File: src/rtl/score_ctrl.sv
// rtl/score_ctrl.sv - saturating score counter, double-dabble BCD converter, frame-synchronous digit commit
// Optional high-score register enabled by defining HISCORE_EN.
module score_ctrl #(
  parameter int SCORE_W   = 8,
  parameter int MAX_SCORE = 99,
  parameter int PEND_W    = 4
) (
  input  logic               VGA_clk,
  input  logic               rst_n,
  input  logic               point,
  input  logic               clear,
  input  logic               frame_start,
  output logic [SCORE_W-1:0] score,
  output logic               saturated,
  output logic               busy,
  output logic [3:0]         disp_tens,
  output logic [3:0]         disp_ones,
  output logic               disp_stb,
  output logic [3:0]         hi_tens,
  output logic [3:0]         hi_ones
);

  typedef enum logic [1:0] {S_IDLE, S_CONV, S_WAITVB} state_t;

  localparam int                 CNT_W    = (SCORE_W > 1) ? $clog2(SCORE_W) : 1;
  localparam logic [CNT_W-1:0]   CNT_LAST = CNT_W'(SCORE_W - 1);
  localparam logic [SCORE_W-1:0] MAX_S    = SCORE_W'(MAX_SCORE);
  localparam logic [PEND_W-1:0]  PEND_MAX = '1;

  state_t             r_state;
  logic [SCORE_W-1:0] r_score;
  logic [PEND_W-1:0]  r_pend;
  logic [SCORE_W-1:0] r_bin;
  logic [7:0]         r_bcd;
  logic [CNT_W-1:0]   r_cnt;
  logic [3:0]         r_tens;
  logic [3:0]         r_ones;
  logic               r_stb;

  logic               w_at_max;
  logic               w_pend_nz;
  logic [SCORE_W-1:0] w_score_inc;
  logic [7:0]         w_bcd_adj;

  assign w_at_max    = (r_score == MAX_S);
  assign w_pend_nz   = (r_pend != '0);
  assign w_score_inc = r_score + SCORE_W'(1);

  // Two nibbles are enough: the score never exceeds 99, so no hundreds carry.
  always_comb begin
    w_bcd_adj = r_bcd;
    if (r_bcd[3:0] >= 4'd5) w_bcd_adj[3:0] = r_bcd[3:0] + 4'd3;
    if (r_bcd[7:4] >= 4'd5) w_bcd_adj[7:4] = r_bcd[7:4] + 4'd3;
  end

  always_ff @(posedge VGA_clk) begin
    if (!rst_n) begin
      r_state <= S_IDLE;
      r_score <= '0;
      r_pend  <= '0;
      r_bin   <= '0;
      r_bcd   <= '0;
      r_cnt   <= '0;
      r_tens  <= 4'd0;
      r_ones  <= 4'd0;
      r_stb   <= 1'b0;
    end else begin
      r_stb <= 1'b0;
      if (clear) begin
        r_score <= '0;
        r_pend  <= '0;
        r_bin   <= '0;
        r_bcd   <= '0;
        r_cnt   <= '0;
        r_state <= S_CONV;
      end else begin
        case (r_state)
          S_IDLE: begin
            if (w_at_max) begin
              r_pend <= '0;
            end else if (w_pend_nz || point) begin
              // A fresh point replaces the pending one it would otherwise add to.
              r_score <= w_score_inc;
              r_bin   <= w_score_inc;
              r_bcd   <= '0;
              r_cnt   <= '0;
              r_state <= S_CONV;
              if (w_pend_nz && !point) r_pend <= r_pend - PEND_W'(1);
            end
          end
          S_CONV: begin
            r_bcd <= {w_bcd_adj[6:0], r_bin[SCORE_W-1]};
            r_bin <= r_bin << 1;
            r_cnt <= r_cnt + CNT_W'(1);
            if (r_cnt == CNT_LAST) r_state <= S_WAITVB;
          end
          S_WAITVB: begin
            if (frame_start) begin
              r_tens  <= r_bcd[7:4];
              r_ones  <= r_bcd[3:0];
              r_stb   <= 1'b1;
              r_state <= S_IDLE;
            end
          end
          default: r_state <= S_IDLE;
        endcase
        if (r_state != S_IDLE && point && !w_at_max && r_pend != PEND_MAX)
          r_pend <= r_pend + PEND_W'(1);
      end
    end
  end

`ifdef HISCORE_EN
  logic [7:0] r_hi;

  // Packed BCD compares in the same order as the decimal value.
  always_ff @(posedge VGA_clk) begin
    if (!rst_n) begin
      r_hi <= 8'd0;
    end else if (!clear && r_state == S_WAITVB && frame_start && r_bcd > r_hi) begin
      r_hi <= r_bcd;
    end
  end

  assign hi_tens = r_hi[7:4];
  assign hi_ones = r_hi[3:0];
`else
  assign hi_tens = 4'd0;
  assign hi_ones = 4'd0;
`endif

  assign score     = r_score;
  assign saturated = w_at_max;
  assign busy      = (r_state != S_IDLE);
  assign disp_tens = r_tens;
  assign disp_ones = r_ones;
  assign disp_stb  = r_stb;

endmodule

File: config.mk
export PLATFORM = sky130hd
export DESIGN_NAME = score_ctrl
export DESIGN_NICKNAME = d
export VERILOG_FILES = /design/src/rtl/score_ctrl.sv
export SDC_FILE = /design/constraint.sdc
export NUM_CORES = 1
export LEC_CHECK = 0
export CAP_MARGIN = 20
export CORE_ASPECT_RATIO = 2
export CORE_MARGIN = 5
export CORE_UTILIZATION = 58
export CTS_CLUSTER_DIAMETER = 40
export DETAILED_ROUTE_END_ITERATION = 6
export GPL_TIMING_DRIVEN = 0
export PLACE_DENSITY = 0.95
export RECOVER_POWER = 100
export SLEW_MARGIN = 20
export SYNTH_ARGS = -nofsm -noshare
export SYNTH_HDL_FRONTEND = slang
export SYNTH_SLANG_ARGS = --single-unit
File: constraint.sdc
create_clock -name VGA_clk -period 4.2 [get_ports VGA_clk]
set_clock_uncertainty 0.1 [all_clocks]
set_input_delay 0.84 -clock VGA_clk [delete_from_list [all_inputs] [get_ports VGA_clk]]
set_output_delay 0.84 -clock VGA_clk [all_outputs]
set_load 0.01 [all_outputs]
Word-level counts from Yosys, hierarchy flattened
Index checks and enable logic that the tools add are counted.

storage, ports and cells
  flip-flop bits (word level) = 42
  bits in latches = 0
  RAM bits = 0
  memory bits (read-only) = 0
  bits of input ports = 5
  output and inout bits = 27
  word-level logic and storage cells = 80
  memories = 0

operators by class
  $add $sub $neg = 6
  multipliers = 0
  div/mod/pow operators = 0
  order comparisons = 2
  equal/unequal tests = 13
  shift operators = 0
  multiplexer cells = 23
  bitwise operators = 4
  reductions and logical operators = 22

operators with widths
  operator             count
  $mux 8               4
  $pmux 8 s2           2
  $mux 4               6
  $ne 3x3->1 const B   4
  $reduce_and 3->1     4
  $mux 3               3
  $add 8x1->8 const B  1
  $eq 8x7->1 const B   1
  $ge 4x3->1 const B   2
  $mux 2               4
  $ne 2x2->1 const B   4
  $reduce_and 4->1     2
  $pmux 2 s3           1
  $pmux 3 s2           1
  $reduce_bool 2->1    3
  $reduce_bool 3->1    2
  $add 4x1->4 const B  1
  $add 4x2->4 const B  1
  $logic_and 1x1->1    4
  $ne 4x4->1 const B   1
  $not 1->1            4
  $reduce_bool 4->1    1
  $sub 4x1->4 const B  1
  $add 3x1->3 const B  1
  other kinds (10)     12

Longest topological paths before layout
Gate-level depths: netlist of the first run.

  depth after elaboration = 7
  gate-level depth with buffers = 8
  mapped depth without buffers = 7

Worst setup path after synthesis of the first run
No wires, ideal clock.

  path kind = reg-to-output
  start point = register r_score[0], in the netlist score[0]
  end point = output port saturated
  arrival time = 1109 ps
  required time = 3260 ps
  path slack = 2151 ps
  cell stages (with the launch flop) = 5
  path buffers = 0
  cell sequence = dfxtp_1 ha_1 and4b_4 nand2_4 inv_4

between the ends
  cells in the longest elaborated chain, start to end = 1

RTL lines
  item                      line  text
  start: declaration        31    logic [SCORE_W-1:0] r_score;
  start signal: assignment  83    r_score <= w_score_inc;
  $eq 8x7->1                45    assign w_at_max = (r_score == MAX_S);
  end: declaration          14    output logic saturated,

No other way between the ends.

Final worst setup path of the first run
  start point = input port point
  end point = register r_bin[7]

between the ends
  cells in the longest elaborated chain, start to end = 3

RTL lines
  item                        line  text
  start: declaration          10    input logic point,
  $logic_or 1x1->1            81    end else if (w_pend_nz || point) begin
  $ne 2x2->1 (no line)        n/a
  $reduce_and 3->1 (no line)  n/a
  end signal: assignment      84    r_bin <= w_score_inc;
  end signal: assignment      93    r_bin <= r_bin << 1;
  end: declaration            33    logic [SCORE_W-1:0] r_bin;

No other way between the ends.
A chain may end at the register's enable or synchronous reset.

==> results.yml, run 1 <==
clocking:
  post-cts-setup-buffer-count: 0
  clock_sinks: 42
  root_buffer: "clkbuf_8"
  cts.htree.levels: 2
  cts_made_buffers: 5
  cts_tree: "done"
  cts_resized: 0
  hold_buffers: 0
  path_clk_slew_ps: 80
  clockBufferDepth: 2
  clk_latency_ps: 300
sta:
  rsz0062_at_grt: "no"
  relSlewSlack: 0.137
  fin_crit_ps: 3240
  hold_viol: 0
  worst_slew_pin_slew_ps: 1280
  finalSetupViolCount: 0
  fmax_mhz: 309
  tns_ps: 0
  finalCritPeriodShare: 0.770
  maxSlewViolCount: 0
synthesis:
  synth.area.top_cells: "dfxtp_1 39%, ha_1 5.7%, mux2i_1 5.0%"
  yosysMostFrequentCell: "dfxtp_1"
  synth_ff_type: "dfxtp_1"
  synthTopCellsByCount: "42 x dfxtp_1, 28 x nor2_1, 13 x nand2_1"
  ys_types: 50
  syn_area_mm2: 0.00218
  synth_compound_area_frac: 0.152
  ys_seq_elements: 42
  synth-async-reset-ratio: 0
  netlist_instances: 238
  ys_seq_area_frac: 0.385
  synth-edff-count: 0
  synth_warnings: 0
  syn_avg_cell_area_um2: 9.17
  synth-xor-area-share: 0.0642
  synthAdderAreaFrac: 0.0573
  synth-simple-area-share: 0.216
  synthMuxAreaShare: 0.0556
  synth_top_cell_area_share: 0.385
  synth_top_area_cell: "dfxtp_1"
  synth_top_family_by_area: "simple AND/OR/NAND/NOR gates"
critical_path:
  r2r-end: "r_bin[7]$_SDFFE_PP0P_"
  critPathCapture: "r_bin[7]$_SDFFE_PP0P_"
  critPathMaxFanout: 10
  worstSetupEndpointType: "flip-flop"
  regToRegSetupSlack_ps: 1490
  crit_type: "input pin to flip-flop"
  start_kind: "input pin"
  setup.worst_path.start: "point"
  r2r-start: "r_pend[0]$_SDFFE_PP0P_"
  r2r_cells: 8
  critPathArrivalTime_ps: 3360
  required_ps: 4330
detailed_routing:
  vias: 1842
  initialDrtViolationCount: 50
  via_per_inst: 5.67
  wl_per_cell_um: 15.0
  routed_wl_um: 4870
  drt_pass1_iterations: 4
  drtAntennaViolNets: 0
  remaining_drc_errors: 0
global_routing:
  grt-ovfl-total: 0
  grt_max_degree: 15
  antenna_found_initial: 0
  grt_usage: 0.210
  grt_pass1_wl_um: 8340
  grt_pass1_vias: 1932
floorplanning:
  coreArea_mm2: 0.00365
  die_y_um: 96.8
  die_x_um: 53.4
  row_count: 31
  initial_core_util: 0.599
  die_area_mm2: 0.00517
  io_pins: 32
status:
  status: "completed"
place:
  globalplace.congestion: 0.890
  numPortBuffers: 23
  dp_hpwl_um: 3480
final_layout:
  drive_gt1_frac: 0.0906
  fillers: 304
  num_antenna_cells: 0
  fin_nets: 290
  synthToLayoutAreaGrowth_pct: 18.1
power_and_ir_drop:
  ir_drop_uv: 265
  clock_power_share: 0.395
  powerDensity_mw_per_mm2: 318
  power_w: 0.000821
  seq_power_share: 0.496
  switching_share: 0.253
  switching_power_w: 0.000208
  p_int_w: 0.000613
  p_comb_frac: 0.108
  power.leakage_nw: 1.03
job:
  cap_viol_max_count: 0
hold_path:
  hp-class: "flip-flop to flip-flop"
==> area by class of cell <==
class | instances | area, µm² | area share
plain buffers | 18 | 106 | 0.0412
clock buffers | 5 | 68.8 | 0.0267
flip-flops and latches | 42 | 841 | 0.326
repair buffers | 23 | 230 | 0.0893
inverters | 10 | 40.0 | 0.0155
multi-input cells | 175 | 1190 | 0.460
well taps | 49 | 61.3 | 0.0238
clock inverters | 3 | 45.0 | 0.0175
==> worst max-delay path, stage by stage <==
cell	delay [ps]
dlygate4sd3_1	590
nor4b_1	620
a21oi_1	320
o21bai_4	340
clkbuf_1	400
nand2_1	100
a21oi_1	150
==> per-stage QoR <==
step	setup slack [ps]	hold WS [ps]	area, µm²	util	std cells
6_report	964	389	2580	0.707	325
4_1_cts	1220	382	2620	0.717	325
3_5_place_dp	1360	370	2500	0.686	317
2_1_floorplan	2150	332	2210	-	245
5_1_grt	801	401	2580	0.707	325
3_3_place_gp	1380	339	2500	0.686	317
==> layer usage <==
metal	GRT usage	share of wire	wire length [µm]
met5	0	0	0
met4	0.110	0.035	170
met3	0.0446	0.046	223
met2	0.371	0.54	2650
met1	0.214	0.37	1820
==> sequential cells by signal, summed over array words and instances, names as in the netlist <==
register	count
disp_stb	1
score	8
disp_tens	4
r_bcd	8
r_cnt	3
r_state	2
r_bin	8
disp_ones	4
r_pend	4
==> worst min-delay path by stage <==
stage,from,end,slack [ps],cells after the start
2_1_floorplan,r_bin[7]$_SDFFE_PP0P_,r_bin[7]$_SDFFE_PP0P_,330,2
3_3_place_gp,r_bin[7]$_SDFFE_PP0P_,r_bin[7]$_SDFFE_PP0P_,340,2
3_5_place_dp,r_bin[7]$_SDFFE_PP0P_,r_bin[7]$_SDFFE_PP0P_,370,2
4_1_cts,r_bin[7]$_SDFFE_PP0P_,r_bin[7]$_SDFFE_PP0P_,380,2
5_1_grt,r_bin[7]$_SDFFE_PP0P_,r_bin[7]$_SDFFE_PP0P_,400,2
6_report,r_bin[7]$_SDFFE_PP0P_,r_bin[7]$_SDFFE_PP0P_,390,2
==> cells by family after synthesis <==
logic type | count (synthesis)
muxes | 12
AOI/OAI and AO/OA | 43
buffers and inverters | 28
other | 1
DFF | 42
and+or+nand+nor | 86
adders and majority gates | 10
xor gates and xnor gates | 16
==> power groups by stage <==
stage | combinational, W | clock, W | sequential, W
2_1_floorplan | 0.0000668 | 0 | 0.000416
3_3_place_gp | 0.0000889 | 0 | 0.000417
3_5_place_dp | 0.0000908 | 0 | 0.000417
4_1_cts | 0.0000923 | 0.000330 | 0.000408
5_1_grt | 0.0000982 | 0.000347 | 0.000408
6_report | 0.0000888 | 0.000325 | 0.000408
==> layout by cell type (no fill, tap or decap), drive strengths merged, types with 3 or more instances in the layout <==
cell / n
conb: 8
nor2: 29
nand3: 10
clkbuf: 13
ha: 10
inv: 10
a22oi: 8
clkdlybuf4s50: 3
mux2i: 11
nand2b: 4
buf: 10
dlygate4sd3: 20
dfxtp: 42
nor3: 7
nand2: 14
a21oi: 11
or4: 3
xor2: 10
a222oi: 5
xnor2: 6
nor2b: 9
o21ai: 4
(Power assumes the default switching activity.)
==> run 2, diff against run 1 <==
--- a/config.mk
+++ b/config.mk
@@ -8,11 +8,11 @@
 export CAP_MARGIN = 20
 export CORE_ASPECT_RATIO = 2
 export CORE_MARGIN = 5
-export CORE_UTILIZATION = 58
+export CORE_UTILIZATION = 48
 export CTS_CLUSTER_DIAMETER = 40
 export DETAILED_ROUTE_END_ITERATION = 6
 export GPL_TIMING_DRIVEN = 0
-export PLACE_DENSITY = 0.95
+export PLACE_DENSITY = 0.87
 export RECOVER_POWER = 100
 export SLEW_MARGIN = 20
 export SYNTH_ARGS = -nofsm -noshare
==> constraint.sdc (replaced) <==
create_clock -name VGA_clk -period 2.75 [get_ports VGA_clk]
set_clock_uncertainty 0.1 [all_clocks]
set_input_delay 0.55 -clock VGA_clk [delete_from_list [all_inputs] [get_ports VGA_clk]]
set_output_delay 0.55 -clock VGA_clk [all_outputs]
set_load 0.01 [all_outputs]
==> run 2 against run 1 <==
  * Global-route usage shrank 4.9 points
  * Design area grew 0.49%
  * Flip-flop and latch count is the same
  * Worst setup slack lost 810 ps
  * Clock power grew 54%
  * Critical path depth shrank 2
  * Utilization shrank 12 points
  * Sequential share of layout area shrank 0.16 points
  * Largest power group unchanged
==> results.yml, run 2 (same netlist as run 1, synthesis figures left out) <==
status:
  status: "completed"
power_and_ir_drop:
  powerDensity_mw_per_mm2: 484
  seq_power_share: 0.496
  switching_power_w: 0.000317
  p_comb_frac: 0.106
  p_int_w: 0.000937
  clock_power_share: 0.398
  power.leakage_nw: 1.03
  switching_share: 0.253
  ir_drop_uv: 481
final_layout:
  num_antenna_cells: 0
  synthToLayoutAreaGrowth_pct: 18.7
  layout_common_cells: "42 x dfxtp_1, 28 x nor2_1, 21 x dlygate4sd3_1, 13 x nand2_1"
  fillers: 383
  fin_nets: 290
  drive_gt1_frac: 0.101
  postLayoutCellArea_mm2: 0.00259
  fin_cells: 330
  final_common_cell: "dfxtp_1"
place:
  placed_area_mm2: 0.00251
  numPortBuffers: 23
  dp_hpwl_um: 3440
  globalplace.congestion: 0.831
  dpl.cell_count: 322
sta:
  hold_viol: 0
  whs_ps: 373
  tns_ps: 0
  worst_slew_pin_slew_ps: 1130
  maxSlewViolCount: 0
  rsz0062_at_grt: "no"
  finalSetupViolCount: 0
  finalCritPeriodShare: 0.944
  relSlewSlack: 0.242
  fin_crit_ps: 2600
  fmax_mhz: 385
global_routing:
  grt_usage: 0.161
  grt_pass1_vias: 1814
  grt_max_degree: 15
  antenna_found_initial: 0
  grt-ovfl-total: 0
  grt_pass1_wl_um: 7950
clocking:
  clk_latency_ps: 300
  cts_made_buffers: 5
  path_clk_slew_ps: 90
  cts.htree.levels: 2
  clockBufferDepth: 2
  cts_tree: "done"
  hold_buffers: 0
  root_buffer: "clkbuf_8"
  clock_sinks: 42
  post-cts-setup-buffer-count: 0
critical_path:
  critPathMaxStageDelay_ps: 530
  path_buf_inv: 2
  critPathMaxFanout: 6
  cp_top_family: "buffers and inverters"
  cp_cell_sequence: "ha_2, and4b_4, nand2_4, inv_4, clkdlybuf4s50_1"
  regToRegSetupSlack_ps: 320
  critPathArrivalTime_ps: 1950
  crit_slowest_cell: "clkdlybuf4s50_1"
  crit_type: "flip-flop to output port"
  worstSetupEndpointType: "output port"
  start_kind: "flip-flop"
  required_ps: 2100
floorplanning:
  die_area_mm2: 0.00608
  io_pins: 32
  initial_core_util: 0.498
  die_y_um: 105
  die_x_um: 57.7
  row_count: 34
  coreArea_mm2: 0.00438
detailed_routing:
  vias: 1828
  drt_pass1_iterations: 4
  drtAntennaViolNets: 0
  remaining_drc_errors: 0
  via_per_inst: 5.54
  routed_wl_um: 4590
  wl_per_cell_um: 13.9
  initialDrtViolationCount: 54
hold_path:
  hp-class: "flip-flop to flip-flop"
job:
  cap_viol_max_count: 0
[run 2: worst paths after layout]
check,cells past startpoint,start,to
hold / removal,2,r_bin[7]$_SDFFE_PP0P_,r_bin[7]$_SDFFE_PP0P_
setup / recovery,5,score[0]$_SDFFE_PP0P_,saturated
setup reg to reg,6,r_state[0]$_SDFFE_PN0P_,r_bin[7]$_SDFFE_PP0P_
hold reg to reg,2,r_bin[7]$_SDFFE_PP0P_,r_bin[7]$_SDFFE_PP0P_
[run 2: stage by stage]
step,power [W],utilization,setup slack [ps]
after floorplan,0.000738,-,858
after CTS,0.00127,0.598,84.5
final,0.00125,0.591,154
after detailed placement,0.000775,0.572,225
after global routing,0.00130,0.591,48.2
after global placement,0.000772,0.572,246
[run 2: layer usage]
metal / routed length (µm) / global-route usage / vias up
li1: - / - / 896
met1: 1800 / 0.176 / 869
met2: 2480 / 0.294 / 52
met5: 0 / 0 / -
met3: 195 / 0.0196 / 11
met4: 109 / 0.0746 / 0
[run 2: repair_timing]
action / CTS / global route
setup endpoints to repair: 0 / 1
resized for setup: 0 / 1
hold endpoints to repair: 0 / 0
[run 2: worst min-delay path, cell delays in order, from the launching register on]
cell     delay [ps]
dfxtp_1         320
nand2_1          60
a21oi_1          50
[run 2: final cells by class]
type / instances / area (µm²) / share of cell area
tap: 54 / 67.6 / 0.0261
sequential: 42 / 841 / 0.324
multi-input combinational: 175 / 1200 / 0.463
inverter: 10 / 40.0 / 0.0155
clock buffer: 5 / 68.8 / 0.0266
clock inverter: 3 / 45.0 / 0.0174
buffer: 18 / 100 / 0.0386
timing repair buffer: 23 / 230 / 0.0888
[run 2: power by group through the flow]
stage | sequential, W | clock [W] | combinational, W
after CTS | 0.000622 | 0.000505 | 0.000140
after global placement | 0.000636 | 0 | 0.000136
after global routing | 0.000623 | 0.000533 | 0.000146
after floorplan | 0.000636 | 0 | 0.000102
final | 0.000622 | 0.000499 | 0.000133
after detailed placement | 0.000637 | 0 | 0.000139
